[src/rtl/serial_pkg.sv]
// Shared types and defaults for the serial link blocks.
package serial_pkg;

  typedef enum logic [1:0] {
    StIdle,
    StWaitReady,
    StDrive,
    StGap
  } ser_state_t;

  localparam int unsigned WORD_WIDTH_D  = 8;
  localparam int unsigned HIGH_CYCLES_D = 10;
  localparam int unsigned LOW_CYCLES_D  = 10;

  // A one-cycle phase still needs a one-bit counter.
  function automatic int unsigned phase_width(input int unsigned high, input int unsigned low);
    int unsigned m;
    m = (high > low) ? high : low;
    return (m <= 1) ? 1 : $clog2(m);
  endfunction

endpackage

[src/rtl/phase_counter.sv]
// Loadable down-counter that saturates at zero and flags it.
module phase_counter #(
  parameter int unsigned Width = 4
) (
  input  logic             clk_i,
  input  logic             rst_ni,
  input  logic             load_i,
  input  logic [Width-1:0] value_i,
  output logic             zero_o
);

  logic [Width-1:0] count_q, count_d;

  always_comb begin
    count_d = count_q;
    if (load_i) begin
      count_d = value_i;
    end else if (count_q != '0) begin
      count_d = count_q - 1'b1;
    end
  end

  always_ff @(posedge clk_i or negedge rst_ni) begin
    if (!rst_ni) begin
      count_q <= '0;
    end else begin
      count_q <= count_d;
    end
  end

  assign zero_o = (count_q == '0);

endmodule

[src/rtl/byte_serializer.sv]
// MSB-first parallel-to-serial transmitter with a strobed bit output that
// stalls at bit boundaries while the downstream receiver is not ready.
module byte_serializer
  import serial_pkg::*;
#(
  parameter int unsigned WORD_WIDTH  = WORD_WIDTH_D,
  parameter int unsigned HIGH_CYCLES = HIGH_CYCLES_D,
  parameter int unsigned LOW_CYCLES  = LOW_CYCLES_D
) (
  input  logic                  clock,
  input  logic                  rst,
  input  logic [WORD_WIDTH-1:0] byte_in,
  input  logic                  byte_valid_in,
  output logic                  byte_ready_out,
  input  logic                  ready_in,
  output logic                  data_out,
  output logic                  write_out,
  output logic                  busy_out
);

  localparam int unsigned PhaseW  = phase_width(HIGH_CYCLES, LOW_CYCLES);
  localparam int unsigned BitCntW = $clog2(WORD_WIDTH + 1);

  localparam logic [PhaseW-1:0]  HighLoad = PhaseW'(HIGH_CYCLES - 1);
  localparam logic [PhaseW-1:0]  LowLoad  = PhaseW'(LOW_CYCLES - 1);
  localparam logic [BitCntW-1:0] BitsFull = BitCntW'(WORD_WIDTH);

  ser_state_t            state_q;
  logic [WORD_WIDTH-1:0] shift_q;
  logic [WORD_WIDTH-1:0] shift_next;
  logic [BitCntW-1:0]    bit_cnt_q;
  logic                  ready_q, data_q, write_q, busy_q;

  logic                  phase_load;
  logic [PhaseW-1:0]     phase_value;
  logic                  phase_zero;
  logic                  last_bit;

  assign shift_next = shift_q << 1;
  assign last_bit   = (bit_cnt_q == BitCntW'(1));

  // Counter is reloaded on every transition into DRIVE or GAP.
  always_comb begin
    phase_load  = 1'b0;
    phase_value = HighLoad;
    case (state_q)
      StWaitReady: phase_load = ready_in;
      StDrive: begin
        phase_load  = phase_zero;
        phase_value = LowLoad;
      end
      StGap:   phase_load = phase_zero && !last_bit && ready_in;
      default: phase_load = 1'b0;
    endcase
  end

  phase_counter #(
    .Width (PhaseW)
  ) u_phase_counter (
    .clk_i   (clock),
    .rst_ni  (rst),
    .load_i  (phase_load),
    .value_i (phase_value),
    .zero_o  (phase_zero)
  );

  always_ff @(posedge clock or negedge rst) begin
    if (!rst) begin
      state_q   <= StIdle;
      shift_q   <= '0;
      bit_cnt_q <= '0;
      ready_q   <= 1'b1;
      data_q    <= 1'b0;
      write_q   <= 1'b0;
      busy_q    <= 1'b0;
    end else begin
      case (state_q)
        StIdle: begin
          if (byte_valid_in) begin
            shift_q   <= byte_in;
            bit_cnt_q <= BitsFull;
            data_q    <= byte_in[WORD_WIDTH-1];
            ready_q   <= 1'b0;
            busy_q    <= 1'b1;
            state_q   <= StWaitReady;
          end
        end
        StWaitReady: begin
          if (ready_in) begin
            write_q <= 1'b1;
            state_q <= StDrive;
          end
        end
        StDrive: begin
          if (phase_zero) begin
            write_q <= 1'b0;
            state_q <= StGap;
          end
        end
        StGap: begin
          if (phase_zero) begin
            shift_q   <= shift_next;
            bit_cnt_q <= bit_cnt_q - 1'b1;
            if (last_bit) begin
              data_q  <= 1'b0;
              ready_q <= 1'b1;
              busy_q  <= 1'b0;
              state_q <= StIdle;
            end else begin
              data_q <= shift_next[WORD_WIDTH-1];
              if (ready_in) begin
                write_q <= 1'b1;
                state_q <= StDrive;
              end else begin
                state_q <= StWaitReady;
              end
            end
          end
        end
        default: state_q <= StIdle;
      endcase
    end
  end

  assign byte_ready_out = ready_q;
  assign data_out       = data_q;
  assign write_out      = write_q;
  assign busy_out       = busy_q;

endmodule

[config.mk]
export PLATFORM = sky130hd
export DESIGN_NAME = byte_serializer
export DESIGN_NICKNAME = d
export VERILOG_FILES = /design/src/rtl/serial_pkg.sv /design/src/rtl/phase_counter.sv /design/src/rtl/byte_serializer.sv
export SDC_FILE = /design/constraint.sdc
export NUM_CORES = 1
export LEC_CHECK = 0
export ABC_AREA = 1
export CORE_ASPECT_RATIO = 0.75
export CORE_MARGIN = 1
export CORE_UTILIZATION = 48
export CTS_CLUSTER_DIAMETER = 60
export DETAILED_ROUTE_END_ITERATION = 10
export GPL_ROUTABILITY_DRIVEN = 0
export PLACE_DENSITY = 0.82
export SETUP_SLACK_MARGIN = 0.05
export SYNTH_ARGS = -nofsm -noshare
export SYNTH_HDL_FRONTEND = slang
export SYNTH_HIERARCHICAL = 1
export SYNTH_SLANG_ARGS = --single-unit
[constraint.sdc]
create_clock -name clock -period 1.3 [get_ports clock]
set_input_delay 0.26 -clock clock [delete_from_list [all_inputs] [get_ports clock]]
set_output_delay 0.26 -clock clock [all_outputs]
set_load 0.01 [all_outputs]
==> results <==
- The fraction of the cycle the final worst path needs is 1.21.
- The detailed-route wire length per cell is 20.6 microns.
- Measured along the y axis, the die boundary spans 45.0 microns.
- The sequential cell fraction of total power is 0.225.
- The maximum operating frequency is 0.634 GHz.
- Of the post-synthesis cell area, the dominant cell type holds 0.423.
- The final cell count without fillers is 259.
- In this run the tool buffered the top-level ports with 15 buffer cells.
- The critical path is of the reg -> reg type.
- The area growth from synthesis to layout is 78.3%.
- In the global route stage, overall resource usage came out at 0.329.
- For the worst-skew pair, the clock arrives at the later sink with an insertion delay of 330 ps.
- The final reports fail on setup timing.
- The switching part of the total is 0.479.
- The detailed router put a total of 2.00 mm of wire on met1.
- The number of diodes added for antenna fixing is 0.
- For this block, the initial DRC count from the detailed router was 202.
- Of all nets on the critical path, the largest fanout is 6.
- Across the whole layout, storage elements account for 529 sq um.
- The routed wire length on met2 is 2.45 mm.
- The routed via count is 1,530.
- The post-synthesis cell count is 160.
- The initialized floorplan defines 15 standard-cell rows.
- The flow ran to the end, but the final reports show violations.
- The mean area per synthesized cell is 7.40 sq um.
- The die is 59.3 microns wide.
- The fill cell total of the finished layout is 90.
- The biggest area contributor in the post-synthesis netlist is sky130_fd_sc_hd__dfrtp_1.
- TritonCTS built the clock tree.
- The arrival time of data at the critical path endpoint is 1820 ps.
- The number of endpoints with negative hold slack in the final report was 0.
- In this run the standard cell core region covers 0.00231 sq mm.
- Summed over all nets, the switching power comes to 0.00262 W.
- The number of H-tree levels is 1.
- The tree is rooted in a sky130_fd_sc_hd__clkbuf_4.
- At the placement stage, the worst setup path has a slack of -313 ps.
- In the routed layout, each cell is associated on average with a via count of 5.91.
- The sequential-to-total area share from yosys stat is 0.445.
- STA classifies the critical path endpoint as a flop.
- The number of antenna violations at the first check in global routing is 0.
- The clock group share of total power is 0.062.
- The CTS buffer count is 3.
- After detailed routing, the number of remaining DRC violations is 0.
- The share of total power in combinational logic is 0.713.
- For this configuration, the core starts out at a cell density of 0.513.
- In the final layout, the multi-input gates occupy 837 sq um.
- The power density over cell area is 2590 mW/mm^2.
- The total length of routed met3 wires is 485 microns.
- The classification of the worst-slack hold path is in -> async.
- For the finished layout, the period the worst path requires is 1580 ps.
- Counting along the longest clock path gives a buffer depth of 2.
- Between clock sinks in the finished design, the worst skew comes to 22.6 ps.
- The unique cell type count in the Yosys netlist is 23.
- The max-capacitance violation count is 0.
- The combined buffer and inverter count along the critical path is 1.
- The critical path goes through inv_2 > ha_4 > nand2_2 > nand2_1 > nand2_1 > nand2_2 > nand2_4 > o21ai_1 > nand2_1 > o21ai_1.
- For this run, the detailed router's first-pass iteration total came to 5.
- Grouping stages by cell kind, the critical path spends the most delay in simple AND/OR/NAND/NOR gates.
- The clock transition at the register clock pins on the worst setup and hold paths after CTS is 130 ps.
- In the final layout, the share of cells above drive strength 1 is 0.498.
- The total power is 0.00547 W.
- The final layout contains routed wiring with a total length of 5.32 mm.
- Once placement completed, the tool counted placed cells totaling 229.
- The static leakage power is 1.04 nW.
- The maximum ir drop on the vdd rail is 1430 uV.
- The most common flop cell mapped by yosys is sky130_fd_sc_hd__dfrtp_1.
- The post-detailed-placement half-perimeter wirelength is 2.17 mm.
- Sorting the synthesized cells by area gives the leading types as sky130_fd_sc_hd__dfrtp_1 (42%), sky130_fd_sc_hd__nand2_1 (18%), sky130_fd_sc_hd__inv_1 (6.7%), sky130_fd_sc_hd__o21ai_0 (5.5%), sky130_fd_sc_hd__nand3_1 (4.2%).
- The number of setup violations in the final report is 20.
- The Yosys step of the flow raised 6 warnings.
- The number of top-level pins is 16.
- The worst setup path is launched from a flop.
- Entering global routing, the biggest net connects 22 pins.
- The internal power of the cells totals 0.00285 W.
- Counting flops and latches in the post-synthesis netlist gives 21.
- The top routing layer in use is met4.
- Setup slack on the critical path of the routed design comes to -278 ps.
- At the worst endpoint, the required time is 1540 ps.
- The total die area is 0.00267 sq mm.
- The number of routed nets with antenna violations is 0.
- The number of global-route vias before repair was 1,335.
- Measured on the finished design, the core utilization comes to 0.914.
- Setup repair after global routing could not meet its margin everywhere.
- Summing every instance area after synthesis gives 0.00118 sq mm.
- The final layout contains 241 nets.
- The first global-routing pass estimated 6.20 mm of wire.
- Summed over all layers, the global routing overflow is 0.
- The summed negative setup slack over all endpoints is -1930 ps.
- The tree built by TritonCTS fans out to 21 sinks.
- The largest individual stage delay along the critical path comes from the cell sky130_fd_sc_hd__dfrtp_1.
- The largest stage delay on the critical path is 450 ps.
- For this run, asynchronously set or reset flops after synthesis account for 1.00.
- Counting flops with a built-in enable in the synthesized netlist gives 0.
- The final count of pins violating max slew is 0.
- The most numerous cell on the critical path is sky130_fd_sc_hd__nand2_1.
==> cells by family (layout without fill, tap and decap cells) <==
logic type	Yosys count	after routing	synth area share
flops	21	21	0.445
compound gates	21	21	0.0899
other cells	2	4	0.00634
simple gates	88	89	0.332
buf+inv	24	86	0.0877
fa+ha+maj	3	3	0.0317
xor+xnor	1	1	0.00740
==> worst register-to-register path, cell delays in order (launching register included) <==
cell	delay, ps
sky130_fd_sc_hd__dfrtp_1	450
sky130_fd_sc_hd__inv_2	100
sky130_fd_sc_hd__ha_4	140
sky130_fd_sc_hd__nand2_2	70
sky130_fd_sc_hd__nand2_1	110
sky130_fd_sc_hd__nand2_1	90
sky130_fd_sc_hd__nand2_2	120
sky130_fd_sc_hd__nand2_4	90
sky130_fd_sc_hd__o21ai_1	180
sky130_fd_sc_hd__nand2_1	70
sky130_fd_sc_hd__o21ai_1	70
==> worst paths after layout <==
kind / from / to / slack, ps / cells past startpoint
setup / recovery: bit_cnt_q[1]$_DFFE_PN0P_ / u_phase_counter/count_q[1]$_DFFE_PN0P_ / -280 / 10
hold / removal: rst / bit_cnt_q[1]$_DFFE_PN0P_ / 250 / 2
setup reg to reg: bit_cnt_q[1]$_DFFE_PN0P_ / u_phase_counter/count_q[1]$_DFFE_PN0P_ / -280 / 10
hold reg to reg: byte_ready_out$_DFFE_PN1P_ / byte_ready_out$_DFFE_PN1P_ / 540 / 2
max in group asynchronous: rst / byte_ready_out$_DFFE_PN1P_ / 830 / 2
min in group clock: byte_ready_out$_DFFE_PN1P_ / byte_ready_out$_DFFE_PN1P_ / 540 / 2
==> registers in the layout (all words and copies together), names as in the netlist <==
name,flops
shift_q,7
byte_ready_out,1
write_out,1
data_out,1
state_q,2
busy_out,1
u_phase_counter/count_q,4
bit_cnt_q,4
==> metal layers <==
| layer | track usage | vias up |
|---|---|---|
| li1 | - | 627 |
| met1 | 0.330 | 721 |
| met2 | 0.557 | 132 |
| met3 | 0.149 | 50 |
| met4 | 0.219 | 0 |
| met5 | 0 | - |
==> cell usage after synthesis (all sizes together), types with 2 or more instances <==
| master | count |
|---|---|
| buf | 2 |
| conb | 2 |
| dfrtp | 20 |
| ha | 3 |
| inv | 21 |
| nand2 | 60 |
| nand3 | 12 |
| nor2 | 13 |
| o21ai | 19 |
==> area by class of cell <==
class	count	area share
Clock buffer	4	0.0124
Inverter	22	0.0533
Multi-Input combinational cell	118	0.397
Sequential cell	21	0.251
Tap cell	34	0.0202
Timing Repair Buffer	60	0.267
==> per-stage QoR <==
step,instance area (sq um),hold WS (ps)
4_1_cts,1810,277
2_1_floorplan,1220,-35.6
3_5_place_dp,1590,463
3_3_place_gp,1590,450
5_1_grt,2110,264
6_report,2110,249
==> power groups by stage <==
| stage | Sequential (W) | Clock (W) | Combinational (W) |
|---|---|---|---|
| 2_1_floorplan | 0.00118 | 0 | 0.00123 |
| 6_report | 0.00123 | 0.000338 | 0.00390 |
| 5_1_grt | 0.00126 | 0.000370 | 0.00410 |
| 4_1_cts | 0.00118 | 0.000324 | 0.00265 |
| 3_3_place_gp | 0.00115 | 0 | 0.00199 |
| 3_5_place_dp | 0.00118 | 0 | 0.00212 |
==> timing repair <==
item,in CTS,in global routing
endpoints found under the setup margin,20,23
cloned,1,0
buffers inserted,13,13
pin swaps,9,20
hold buffers,0,0
gates resized for setup,40,58
==> cell usage in the layout, fill, tap and decap left out, drive strengths merged <==
master / netlist / final
conb: 2 / 4
nor3: 1 / 1
nand2: 60 / 61
clkbuf: 0 / 7
o21ai: 19 / 19
buf: 2 / 46
dfrtp: 20 / 20
xnor2: 1 / 1
dfstp: 1 / 1
nor2: 13 / 13
clkdlybuf4s50: 0 / 11
o22ai: 1 / 1
nand3b: 1 / 1
ha: 3 / 3
nand4: 1 / 1
inv: 21 / 21
nand3: 12 / 12
a21oi: 1 / 1
clkinv: 1 / 1
No activity file was read; power rests on OpenSTA's default activity.
